`src/rtl/pipelined_barrel_shifter_if.sv`:
```
// rtl/pipelined_barrel_shifter_if.sv - operand/result stream bundle for the pipelined barrel shifter
interface pipelined_barrel_shifter_if #(
    parameter int DATA_WIDTH = 16
);
    localparam int SHW = $clog2(DATA_WIDTH);

    logic                  in_valid;
    logic                  in_ready;
    logic [DATA_WIDTH-1:0] in_data;
    logic [SHW-1:0]        in_amount;
    logic                  in_dir;
    logic [1:0]            in_mode;
    logic                  out_valid;
    logic                  out_ready;
    logic [DATA_WIDTH-1:0] out_data;
    logic                  out_ovf;

    // producer/consumer side (testbench or upstream/downstream logic)
    modport master (
        output in_valid, in_data, in_amount, in_dir, in_mode, out_ready,
        input  in_ready, out_valid, out_data, out_ovf
    );

    // shifter side
    modport slave (
        input  in_valid, in_data, in_amount, in_dir, in_mode, out_ready,
        output in_ready, out_valid, out_data, out_ovf
    );
endinterface

```
`src/rtl/pipelined_barrel_shifter.sv`:
```
// rtl/pipelined_barrel_shifter.sv - pipelined logical/arithmetic/rotate/saturating barrel shifter
module pipelined_barrel_shifter #(
    parameter int DATA_WIDTH  = 16,
    parameter int PIPE_STAGES = 2
) (
    input  logic                          clk,
    input  logic                          rst_n,
    pipelined_barrel_shifter_if.slave     bus
);
    localparam int SHW   = $clog2(DATA_WIDTH);
    localparam int N     = PIPE_STAGES;
    localparam int BASE  = SHW / N;
    localparam int EXTRA = SHW % N;

    // first mux level handled by stage s; earlier stages absorb the remainder
    function automatic int stage_lo(input int s);
        return s * BASE + ((s < EXTRA) ? s : EXTRA);
    endfunction

    function automatic logic [DATA_WIDTH-1:0] reverse(input logic [DATA_WIDTH-1:0] d);
        logic [DATA_WIDTH-1:0] r;
        for (int b = 0; b < DATA_WIDTH; b++) r[b] = d[DATA_WIDTH-1-b];
        return r;
    endfunction

    // Left shifts are done as right shifts on the bit-reversed operand, so every
    // level only ever shifts right: fill from the top or wrap for rotate.
    function automatic logic [DATA_WIDTH-1:0] shift_levels(
        input logic [DATA_WIDTH-1:0] d,
        input logic [SHW-1:0]        amt,
        input logic                  fill,
        input logic                  rot,
        input int                    lo,
        input int                    hi
    );
        logic [DATA_WIDTH-1:0] r;
        r = d;
        for (int k = 0; k < SHW; k++) begin
            if (k >= lo && k < hi && amt[k]) begin
                if (rot) r = (r >> (1 << k)) | (r << (DATA_WIDTH - (1 << k)));
                else     r = (r >> (1 << k)) | ({DATA_WIDTH{fill}} & ~({DATA_WIDTH{1'b1}} >> (1 << k)));
            end
        end
        return r;
    endfunction

    // undo the left-shift reversal and clamp saturating left shifts that overflowed
    function automatic logic [DATA_WIDTH-1:0] finalize(
        input logic [DATA_WIDTH-1:0] d,
        input logic                  dir,
        input logic [1:0]            mode,
        input logic                  ovf,
        input logic                  sign
    );
        logic [DATA_WIDTH-1:0] r;
        r = dir ? reverse(d) : d;
        if (dir && mode == 2'b11 && ovf)
            r = sign ? {1'b1, {(DATA_WIDTH-1){1'b0}}} : {1'b0, {(DATA_WIDTH-1){1'b1}}};
        return r;
    endfunction

    logic [N-1:0]          r_valid;
    logic [DATA_WIDTH-1:0] r_data [N];
    logic [SHW-1:0]        r_amt  [N];
    logic [1:0]            r_mode [N];
    logic [N-1:0]          r_dir, r_fill, r_sign, r_ovf;

    logic [N-1:0]          w_adv;
    logic [N-1:0]          w_src_valid, w_src_dir, w_src_fill, w_src_sign, w_src_ovf;
    logic [DATA_WIDTH-1:0] w_src_data [N];
    logic [SHW-1:0]        w_src_amt  [N];
    logic [1:0]            w_src_mode [N];
    logic [DATA_WIDTH-1:0] w_nxt_data [N];

    // stage s may load when it or any later stage is empty, or the consumer takes the result
    always_comb begin
        for (int s = 0; s < N; s++) begin
            logic w_acc;
            w_acc = bus.out_ready;
            for (int j = s; j < N; j++) w_acc = w_acc | ~r_valid[j];
            w_adv[s] = w_acc;
        end
    end

    for (genvar g = 0; g < N; g++) begin : g_stage
        if (g == 0) begin : g_first
            assign w_src_valid[g] = bus.in_valid;
            assign w_src_data[g]  = bus.in_dir ? reverse(bus.in_data) : bus.in_data;
            assign w_src_amt[g]   = bus.in_amount;
            assign w_src_mode[g]  = bus.in_mode;
            assign w_src_dir[g]   = bus.in_dir;
            assign w_src_fill[g]  = ~bus.in_dir & bus.in_mode[0] & bus.in_data[DATA_WIDTH-1];
            assign w_src_sign[g]  = bus.in_data[DATA_WIDTH-1];
            // any of the top amount+1 bits differing from the sign bit means signed overflow
            assign w_src_ovf[g]   = bus.in_dir & bus.in_mode[0] &
                (|((bus.in_data ^ {DATA_WIDTH{bus.in_data[DATA_WIDTH-1]}}) &
                   ~(({DATA_WIDTH{1'b1}} >> bus.in_amount) >> 1)));
        end else begin : g_rest
            assign w_src_valid[g] = r_valid[g-1];
            assign w_src_data[g]  = r_data[g-1];
            assign w_src_amt[g]   = r_amt[g-1];
            assign w_src_mode[g]  = r_mode[g-1];
            assign w_src_dir[g]   = r_dir[g-1];
            assign w_src_fill[g]  = r_fill[g-1];
            assign w_src_sign[g]  = r_sign[g-1];
            assign w_src_ovf[g]   = r_ovf[g-1];
        end

        logic [DATA_WIDTH-1:0] w_shifted;
        assign w_shifted = shift_levels(w_src_data[g], w_src_amt[g], w_src_fill[g],
                                        w_src_mode[g] == 2'b10, stage_lo(g), stage_lo(g + 1));

        if (g == N - 1) begin : g_last
            assign w_nxt_data[g] = finalize(w_shifted, w_src_dir[g], w_src_mode[g],
                                            w_src_ovf[g], w_src_sign[g]);
        end else begin : g_mid
            assign w_nxt_data[g] = w_shifted;
        end
    end

    // pipeline registers: each stage captures its predecessor (bubble or not) when allowed to advance
    always_ff @(posedge clk or negedge rst_n) begin
        if (!rst_n) begin
            r_valid <= '0;
            r_dir   <= '0;
            r_fill  <= '0;
            r_sign  <= '0;
            r_ovf   <= '0;
            for (int s = 0; s < N; s++) begin
                r_data[s] <= '0;
                r_amt[s]  <= '0;
                r_mode[s] <= '0;
            end
        end else begin
            for (int s = 0; s < N; s++) begin
                if (w_adv[s]) begin
                    r_valid[s] <= w_src_valid[s];
                    r_data[s]  <= w_nxt_data[s];
                    r_amt[s]   <= w_src_amt[s];
                    r_mode[s]  <= w_src_mode[s];
                    r_dir[s]   <= w_src_dir[s];
                    r_fill[s]  <= w_src_fill[s];
                    r_sign[s]  <= w_src_sign[s];
                    r_ovf[s]   <= w_src_ovf[s];
                end
            end
        end
    end

    // control copies in the output stage have no consumer
    logic w_unused;
    assign w_unused = ^{r_amt[N-1], r_mode[N-1], r_dir[N-1], r_fill[N-1], r_sign[N-1]};

    assign bus.in_ready  = w_adv[0];
    assign bus.out_valid = r_valid[N-1];
    assign bus.out_data  = r_data[N-1];
    assign bus.out_ovf   = r_ovf[N-1];
endmodule
```
`src/flat_wrapper.sv`:
```
// flat-port wrapper written by rule: the top's interface ports become plain ports
module pipelined_barrel_shifter_flat 
#(
    parameter int DATA_WIDTH  = 16,
    parameter int PIPE_STAGES = 2
)
  (clk, rst_n, bus_in_valid, bus_in_data, bus_in_amount, bus_in_dir, bus_in_mode, bus_out_ready, bus_in_ready, bus_out_valid, bus_out_data, bus_out_ovf);
  pipelined_barrel_shifter_if #(.DATA_WIDTH(DATA_WIDTH)) bus_i ();
  input  logic clk;
  input  logic rst_n;
  input wire logic [$bits(bus_i.in_valid)-1:0] bus_in_valid;
  input wire logic [$bits(bus_i.in_data)-1:0] bus_in_data;
  input wire logic [$bits(bus_i.in_amount)-1:0] bus_in_amount;
  input wire logic [$bits(bus_i.in_dir)-1:0] bus_in_dir;
  input wire logic [$bits(bus_i.in_mode)-1:0] bus_in_mode;
  input wire logic [$bits(bus_i.out_ready)-1:0] bus_out_ready;
  output wire logic [$bits(bus_i.in_ready)-1:0] bus_in_ready;
  output wire logic [$bits(bus_i.out_valid)-1:0] bus_out_valid;
  output wire logic [$bits(bus_i.out_data)-1:0] bus_out_data;
  output wire logic [$bits(bus_i.out_ovf)-1:0] bus_out_ovf;
  assign bus_i.in_valid = bus_in_valid;
  assign bus_i.in_data = bus_in_data;
  assign bus_i.in_amount = bus_in_amount;
  assign bus_i.in_dir = bus_in_dir;
  assign bus_i.in_mode = bus_in_mode;
  assign bus_i.out_ready = bus_out_ready;
  assign bus_in_ready = bus_i.in_ready;
  assign bus_out_valid = bus_i.out_valid;
  assign bus_out_data = bus_i.out_data;
  assign bus_out_ovf = bus_i.out_ovf;
  pipelined_barrel_shifter #(.DATA_WIDTH(DATA_WIDTH), .PIPE_STAGES(PIPE_STAGES)) u_core (.clk(clk), .rst_n(rst_n), .bus(bus_i));
endmodule
```
`config.mk`:
```
export PLATFORM = sky130hd
export DESIGN_NAME = pipelined_barrel_shifter_flat
export DESIGN_NICKNAME = d
export VERILOG_FILES = /design/src/rtl/pipelined_barrel_shifter_if.sv /design/src/rtl/pipelined_barrel_shifter.sv /design/src/flat_wrapper.sv
export SDC_FILE = /design/constraint.sdc
export NUM_CORES = 1
export LEC_CHECK = 0
export CAP_MARGIN = 20
export CORE_ASPECT_RATIO = 2
export CORE_MARGIN = 2
export CORE_UTILIZATION = 38
export DETAILED_ROUTE_END_ITERATION = 8
export GPL_TIMING_DRIVEN = 0
export PLACE_DENSITY = 0.64
export SETUP_SLACK_MARGIN = 0.2
export SLEW_MARGIN = 20
export SYNTH_ARGS = -nofsm -noshare
export SYNTH_HDL_FRONTEND = slang
export SYNTH_SLANG_ARGS = --single-unit
```
`constraint.sdc`:
```
create_clock -name clk -period 1.5 [get_ports clk]
set_input_delay 0.225 -clock clk [delete_from_list [all_inputs] [get_ports clk]]
set_output_delay 0.225 -clock clk [all_outputs]
set_load 0.03 [all_outputs]
```
==> out/metrics.cfg <==
[global_route]
grt_pass1_wl_mm = 15.15
grt_use_total_pct = 20.44
grt_max_degree = 26
met1_usage_pct = 18.49
grt_pass1_vias = 3043
overflow = 0
antenna_found_initial = 0
use_met2_pct = 41.59
globalRoute.busiestLayer = met2
use_met3_pct = 2.307

[route]
drtAntennaViolNets = 0
via_count = 3124
viasPerCell = 5.774
drcViolationCount = 0
route.detailed.wl_per_inst_um = 18.09
drtIter0Drc = 147
routed_wl_mm = 9.784
dr.pass1.iters = 4

[power]
switching_share_pct = 36.16
pwr-share-seq_pct = 33.3
peakVddDrop_uv = 534.6
pwr-share-clk_pct = 23.3
comb_power_share_pct = 43.3
leakage_nw = 1.976
switching_power_w = 0.001687
p_per_area_nw_per_um2 = 1034
p_int_w = 0.002978

[sta]
max_clock_freq_ghz = 0.5643
fin_skew_ps = 5.669
fin_crit_sh_pct = 118.1
setup_viol = 17
rsz0062_at_grt = yes
drv_slew = 0
min_period_ps = 1772
tightest_slew_ps = 595.2
fin_tns_setup_ps = -3602
max-slew-margin-rel_pct = 60.32
hold_viol_final = 0
fin_ws_ps = -272.1

[critical_path]
crit_required_ps = 1670
cp_slowest_cell = mux4_2
crit_path_end = u_core.bus.out_data[10]
r2r-start = u_core.r_mode[2]
r2r_slack_ps = -270
critical_path.top_delay_family = multiplexers
crit_buf_inv = 0
crit_path_cell_trace = nor2b_4 -> or2b_4 -> nand2_1 -> mux4_2 -> a21oi_2 -> a21oi_1
cp.depth = 6
critPathLaunch = u_core.r_mode[2]
r2r_end = u_core.bus.out_data[10]
worst-path-max-fanout = 6
path_class = register to register
rr_worst_depth = 6
endpoint_kind = register
slowest_delay_ps = 510
arrival_ps = 1940
startpoint_type = register

[synthesis]
synth_top_area_cell = dfrtp_1
synth_cell_types = 49
netlist_instances = 365
synth-async-reset-ratio_pct = 100.0
synthFlopType = dfrtp_1
yosysWarnings = 0
synth_edf_count = 0
synth_nets = 392
synth_commonest_cells = nor2_1, a21oi_1, dfrtp_1
syn_avg_cell_area_sq_um = 9.043
synth_seq_cells = 43
seq_area_frac_synth_pct = 32.60
synth_top_area_share_pct = 32.60
yosysMostFrequentCell = nor2_1
syn-cell-area_sq_um = 3301
synth.area.top_cells = dfrtp_1, mux4_2, mux2i_1

[hold_path]
min_path_type = input port to register

[clocking]
htree_levels = 2
cts.sinks = 43
clk_pin_slew_ps = 60
clk_latency_ps = 290
root_buffer = clkbuf_16
cts_buffers = 5
cts_tree = done
cts_max_path_buffers = 2

[run_status]
violations = negative setup slack
status = complete, but fails checks

[job]
max_cap_violations = 0

[cells_and_area]
seqCellArea_sq_um = 1077
n_antenna_cell = 0
layout.nets = 467
post-route-util_pct = 52.88
instances_no_fill = 541
n_fill_cell = 804
multi_input_area_sq_um = 2195
design_area_sq_um = 4509
drive_above_1_share_pct = 41.27
area_delta_synth_final_pct = 36.62

[place]
portBuffers = 42
gp_congestion = 0.8799
placed_cell_area_sq_um = 3996
placed_cells = 508
hpwl_mm = 7.425

[floorplan]
die_x_um = 69.90
rows = 48
io_pins = 46
die-area_sq_um = 9492
die_height_um = 135.8
core_area_sq_um = 8528
start_util_pct = 38.70

-- registers in the layout, indices dropped and copies added (netlist names) --
name	count
u_core.r_sign	1
u_core.r_amt	2
u_core.r_mode	2
u_core.r_data	16
u_core.r_dir	1
u_core.r_valid	2
u_core.r_ovf	2
u_core.r_fill	1
u_core.bus.out_data	16
-- final cells by class --
| cell class | count | share of cell area (%) |
|---|---|---|
| multi-input cells | 271 | 48.67 |
| flip-flops and latches | 43 | 23.89 |
| repair buffers | 68 | 12.51 |
| plain buffers | 44 | 8.241 |
| clock buffers | 7 | 3.163 |
| well taps | 100 | 2.775 |
| inverters | 7 | 0.6382 |
| clock inverters | 1 | 0.1110 |
-- timing repair --
item,in CTS,in global routing
buffers inserted,7,14
hold buffers,1,0
endpoints found under the hold margin,24,0
cloned,1,2
pin swaps,23,15
gates resized for setup,117,81
setup endpoints to repair,60,56
-- placed cells by master, fill, tap and decap left out, types with 14 or more instances in the layout --
| cell | count |
|---|---|
| dfrtp_1 | 42 |
| dlygate4sd2_1 | 14 |
| a21oi_2 | 24 |
| buf_4 | 39 |
| buf_2 | 24 |
| mux4_2 | 20 |
| a21oi_1 | 21 |
| nand2_1 | 30 |
| mux2i_1 | 25 |
| nor2_1 | 46 |
-- cells by family (layout without fill, tap and decap cells) --
family / count (synthesis) / count (layout) / synth area share [%]
xor gates and xnor gates: 3 / 3 / 0.7962
muxes: 51 / 51 / 23.16
and+or+nand+nor: 119 / 119 / 16.57
AOI/OAI and AO/OA: 98 / 98 / 18.35
DFF: 43 / 43 / 32.60
buffers and inverters: 51 / 127 / 8.529
-- worst min-delay path by stage --
stage | start | to | slack, ps | cells after the start
final | bus_in_mode[1] | u_core.r_mode[3] | 340 | 3
after global routing | bus_in_mode[1] | u_core.r_mode[3] | 350 | 3
after CTS | bus_in_mode[1] | u_core.r_mode[3] | 300 | 3
after detailed placement | rst_n | u_core.r_mode[2] | 260 | 1
after global placement | u_core.r_valid[0] | u_core.r_valid[1] | 440 | 1
after floorplan | rst_n | u_core.bus.out_data[0] | -70 | 0
-- power by group through the flow --
stage                     Combinational [W]  Clock, W  Sequential [W]
after floorplan                     0.00132         0         0.00153
after global placement              0.00185         0         0.00155
after detailed placement            0.00188         0         0.00157
after CTS                           0.00194   0.00110         0.00155
after global routing                0.00217   0.00114         0.00158
final                               0.00202   0.00109         0.00156
-- worst min-delay path: stages --
cell and delay [ps]:
dlygate4sd2_1 260, nand2_4 60, nand2_2 50
-- stage by stage --
step | worst slack (ps) | total power, W | hold slack [ps]
after CTS | -257.4 | 0.004588 | 296.4
after floorplan | -59.01 | 0.002842 | -70.59
after detailed placement | -729.4 | 0.003453 | 259.6
after global routing | -323.7 | 0.004899 | 352.9
after global placement | -1013 | 0.003402 | 443.7
final | -272.1 | 0.004664 | 342.5
-- per-layer routing --
metal / wire [um] / share of wire, %
met1: 3118 / 32
met2: 5901 / 60
met3: 278 / 2.8
met4: 485 / 5.0
met5: 0 / 0
No activity file was read; power rests on OpenSTA's default activity.
